### src/rtl/arith_pkg.sv
// Shared arithmetic-lab definitions: the serial subtractor FSM encoding and default width.
package arith_pkg;

  typedef enum logic [1:0] {
    IDLE  = 2'd0,
    SHIFT = 2'd1,
    DONE  = 2'd2
  } sub_state_t;

  localparam int SUB_WIDTH_DEFAULT = 8;

endpackage

### src/rtl/full_subtractor.sv
// One-bit full subtractor cell: d = x - y - bin, with borrow-out bout.
module full_subtractor (
  input  logic x,
  input  logic y,
  input  logic bin,
  output logic d,
  output logic bout
);

  assign d    = x ^ y ^ bin;
  assign bout = (~x & y) | (~(x ^ y) & bin);

endmodule

### src/rtl/serial_subtractor.sv
// Bit-serial LSB-first subtractor: diff = a - b over WIDTH cycles using a single
// full-subtractor cell and a registered borrow.
module serial_subtractor
  import arith_pkg::*;
#(
  parameter int WIDTH = SUB_WIDTH_DEFAULT
) (
  input  logic             clk,
  input  logic             rst_n,
  input  logic             start,
  input  logic [WIDTH-1:0] a,
  input  logic [WIDTH-1:0] b,
  output logic [WIDTH-1:0] diff,
  output logic             borrow,
  output logic             busy,
  output logic             done,
  output logic [1:0]       dbg_state
);

  localparam int CW = $clog2(WIDTH);

  // Handshake: start is a request sampled only in IDLE; the edge that sees it
  // captures a/b. There is no ready signal and no queuing -- requests made while
  // busy or done are dropped. done is a one-cycle valid pulse, diff/borrow hold after.
  sub_state_t       state_q, state_d;
  logic [WIDTH-1:0] ra_q, ra_d;
  logic [WIDTH-1:0] rb_q, rb_d;
  logic [WIDTH-1:0] diff_q, diff_d;
  logic [CW-1:0]    cnt_q, cnt_d;
  logic             bf_q, bf_d;

  logic cell_d;
  logic cell_bout;
  logic last_bit;

  full_subtractor u_cell (
    .x    (ra_q[0]),
    .y    (rb_q[0]),
    .bin  (bf_q),
    .d    (cell_d),
    .bout (cell_bout)
  );

  assign last_bit = (cnt_q == CW'(WIDTH - 1));

  always_comb begin
    state_d = state_q;
    ra_d    = ra_q;
    rb_d    = rb_q;
    diff_d  = diff_q;
    cnt_d   = cnt_q;
    bf_d    = bf_q;
    case (state_q)
      IDLE: begin
        if (start) begin
          state_d = SHIFT;
          ra_d    = a;
          rb_d    = b;
          cnt_d   = '0;
          bf_d    = 1'b0;
        end
      end
      SHIFT: begin
        ra_d   = {1'b0, ra_q[WIDTH-1:1]};
        rb_d   = {1'b0, rb_q[WIDTH-1:1]};
        diff_d = {cell_d, diff_q[WIDTH-1:1]};
        bf_d   = cell_bout;
        // The counter parks at WIDTH-1 on the final bit instead of wrapping.
        if (last_bit) begin
          state_d = DONE;
        end else begin
          cnt_d = cnt_q + CW'(1);
        end
      end
      DONE: begin
        state_d = IDLE;
      end
      default: begin
        state_d = IDLE;
      end
    endcase
  end

  always_ff @(posedge clk or negedge rst_n) begin
    if (!rst_n) begin
      state_q <= IDLE;
      ra_q    <= '0;
      rb_q    <= '0;
      diff_q  <= '0;
      cnt_q   <= '0;
      bf_q    <= 1'b0;
    end else begin
      state_q <= state_d;
      ra_q    <= ra_d;
      rb_q    <= rb_d;
      diff_q  <= diff_d;
      cnt_q   <= cnt_d;
      bf_q    <= bf_d;
    end
  end

  assign diff      = diff_q;
  assign borrow    = bf_q;
  assign busy      = (state_q == SHIFT);
  assign done      = (state_q == DONE);
  assign dbg_state = state_q;

endmodule

### config.mk
export PLATFORM = sky130hd
export DESIGN_NAME = serial_subtractor
export DESIGN_NICKNAME = d
export VERILOG_FILES = /design/src/rtl/arith_pkg.sv /design/src/rtl/full_subtractor.sv /design/src/rtl/serial_subtractor.sv
export SDC_FILE = /design/constraint.sdc
export NUM_CORES = 1
export LEC_CHECK = 0
export ABC_AREA = 1
export CAP_MARGIN = 10
export CORE_AREA = 2 2 67 69
export DETAILED_ROUTE_END_ITERATION = 10
export DIE_AREA = 0 0 69 71
export GPL_TIMING_DRIVEN = 0
export PLACE_DENSITY = 0.7
export SETUP_SLACK_MARGIN = 0.2
export SYNTH_ARGS = -nofsm -noshare
export SYNTH_HDL_FRONTEND = slang
export SYNTH_SLANG_ARGS = --single-unit
export TNS_END_PERCENT = 5
### constraint.sdc
create_clock -name clk -period 1.2 [get_ports clk]
set_input_delay 0.18 -clock clk [delete_from_list [all_inputs] [get_ports clk]]
set_output_delay 0.18 -clock clk [all_outputs]
set_load 0.005 [all_outputs]
==> impl.org <==
** Outcome
- Result of the run :: complete, but fails checks
- Violations in the final reports :: setup timing

** Logic synthesis
- Share of synthesized area occupied by flip-flops and latches :: a little over half
- Synthesis inferred 30 register bits.
- The number of nets in the synthesized netlist is 200.
- In this run the cell area of the synthesized design comes to about 1400 um2.
- Yosys warning total :: 0
- Avg Cell Area, Syn :: 7.96 um2
- In this run, distinct cell masters in the synthesized netlist total 15.
- Synth Instances :: 178

** Worst setup path
- Critical Setup Path Class :: reg -> out
- Data on the critical path arrives at its endpoint at 1.12 ns.
- Critical Path Max Stage Delay :: between 0.4 and 0.5 ns
- Setup crit end kind :: output pin
- For this design, the slowest cell found on the critical path is sky130_fd_sc_hd__dfrtp_2.
- The worst setup path is launched from a register.
- The signal on the critical path passes through buf_6, buf_8, nor2_4, buf_2.
- The setup check on the worst reg-to-reg path leaves a slack of -0.06 ns.
- Along the worst path, the maximum fanout reaches 3.
- Data required time of the critical path :: approximately 1.0 ns

** Final layout
- The area growth from synthesis to layout is 51.1%.
- Final core utilization :: 50.9%
- Most used cells in the layout excluding fill and tap cells :: sky130_fd_sc_hd__nand2_1 (91), sky130_fd_sc_hd__dfrtp_1 (28), sky130_fd_sc_hd__buf_4 (21)
- Cells with a size suffix above 1 make up 29.5% of the layout.
- # diodes :: 0
- Leaving out fill and tap cells, the most frequent cell in the layout is sky130_fd_sc_hd__nand2_1.
- The final layout contains about 260 nets.
- Layout Cell Area excl Fill :: approximately 2100 um2

** Routing
- The detailed router finished its first iteration with roughly 110 violations.
- DR DRC count :: 0
- The highest layer touched by signal routing is met4.
- The routed layout has ~1.3k vias.
- Detail Route met2 WL :: 1590 um
- Before antenna repair, the detailed router went through 4 iterations.
- Drt total wl :: around 3500 um
- Routed len/inst :: between 10 and 15 um
- Summed over all nets, wire length on met3 after detailed routing comes to a little over 200 um.
- Via count normalized by instance count :: 4.55
- Number of nets with antenna violations after routing :: 0
- Sum of routed wire segments on met1 :: 1650 um

** STA
- Measured against its own limit, the worst slew margin works out to a little under three fifths.
- For the pin with the worst max-slew slack, the measured transition is about 0.67 ns.
- Final setup skew :: 0.00285 ns
- Unrepaired setup endpoints after global routing :: true
- Final clock period utilization by the worst path :: 108%
- For the final routed database, the setup TNS stands at -0.601 ns.
- Pins Over Slew Limit :: 0
- Final hold vios :: 0
- Final setup violating endpoints :: 14
- Fmax :: about 0.77 GHz
- Worst setup slack after layout :: -0.100 ns
- The worst path in the final design needs a cycle of between 1 and 1.5 ns, including I/O delays and setup.

** Global routing
- Pin count of the biggest net entering global routing :: 20
- Number of antenna violations at the first check in global routing :: 0
- Global routing finished with a remaining overflow of 0.
- The first global-routing pass estimated a little over 6000 um of wire.
- Global routing used between 10% and 20% of the available tracks across all layers.
- Via count of the first global-routing pass :: ~1.3k

** Die
- The total area inside the core boundary comes to ~4200 um2.
- Number of top-level design ports :: 32
- Once the floorplan was initialized, standard cells occupied 33.7% of the core.
- Die boundary height :: 71 um
- Die area :: 4900 um2
- Measured along the x axis, the die boundary spans a little under 70 um.
- Total number of placement rows :: 24

** CTS
- Clock tree from TritonCTS :: done
- Hold_buf cts :: 0
- Worst-skew pair later-pin latency :: around 0.28 ns
- After clock tree synthesis, the clock-pin slew on the worst setup and hold paths is about 0.070 ns.
- CTS buffer count :: 5
- The clock passes through at most 2 buffers.
- Buffer type at the clock tree root :: sky130_fd_sc_hd__clkbuf_8
- Htree depth :: 2
- CTS saw 30 sinks.

** Min path
- Worst hold path class :: in -> async

** Placement
- Input and output buffers added on the ports amount to 31.
- RePlAce Congestion :: ~0.77
- Detailed placement finished with a half-perimeter wire length of roughly 2200 um.
- DP Area :: approximately 1900 um2

** Power and ir drop
- Overall power consumption after layout is estimated at slightly above 0.005 W.
- The analysis attributes to cell leakage a power of 1.14 nW.
- Peak supply drop :: ~0.8 mV
- In this run the power density over the cells is between 2000 and 2500 nW/um2.

** Job
- Maximum Capacitance Violations :: 0
[metrics by stage]
stage	instances	hold slack [ns]	worst slack, ns
finish	293	0.304	-0.100
CTS	289	0.326	-0.111
global placement	261	0.461	-0.605
detailed placement	262	0.464	-0.437
global route	293	0.345	-0.153
floorplan	178	-0.116	0.0959
[cell usage after synthesis, drive strengths merged]
cell   number  area [um2]
fa          1        20.0
nor2        4        17.5
dfrtp      30         751
buf         8        51.3
inv         9        33.8
nand2      94         353
nand4       3        18.8
o21ai       8        51.3
ha          2        25.0
nand3      19        95.1
[power by group]
group	internal, W	total [W]	leakage [nW]	switching, W
Sequential	0.00146	0.00171	0.377	0.000249
Combinational	0.00125	0.00258	0.714	0.00133
Clock	0.000462	0.000850	0.0482	0.000388
[worst max-delay path, delay by kind of cell, from the launching register on]
family	cells	cell delay (ns)
buffers and inverters	3	0.34
DFF	1	0.43
and+or+nand+nor	1	0.06
[final timing paths]
path                       cells past startpoint            to    startpoint
hold / removal                                 1       diff[0]         rst_n
setup / recovery                               4          done  dbg_state[0]
min in group clk                               2       rb_q[7]       rb_q[7]
setup reg to reg                               6       rb_q[0]  dbg_state[0]
max in group asynchronous                      2  dbg_state[1]         rst_n
hold reg to reg                                2       rb_q[7]       rb_q[7]
[state kept, by name, indices dropped and copies added, names as in the netlist]
name / count
dbg_state: 2
rb_q: 8
cnt_q: 3
borrow: 1
ra_q: 8
diff: 8
[cell families after synthesis]
| family | after synthesis | synth area share, % |
|---|---|---|
| AOI/OAI and AO/OA | 8 | 3.62 |
| adders and majority gates | 3 | 3.18 |
| buffers and inverters | 17 | 6.01 |
| DFF | 30 | 53.0 |
| and+or+nand+nor | 120 | 34.2 |
[layer usage]
| metal | up-vias | track usage (%) |
|---|---|---|
| met5 | - | 0 |
| met4 | 0 | 4.58 |
| met3 | 6 | 4.70 |
| met2 | 36 | 24.4 |
| met1 | 605 | 21.2 |
| li1 | 685 | - |
[layout make-up]
cell class	count	area [um2]
fill	391	2060
multi-input combinational	131	643
buffer	8	86.3
clock inverter	1	5.00
inverter	9	36.3
timing repair buffer	55	464
sequential	30	753
tap	52	65.1
clock buffer	7	86.3
[timing repair]
item / in CTS / in global routing
pin swaps: 9 / 2
gates resized for setup: 69 / 7
setup endpoints to repair: 43 / 36
setup buffers: 19 / 4
No activity file was read; power rests on OpenSTA's default activity.
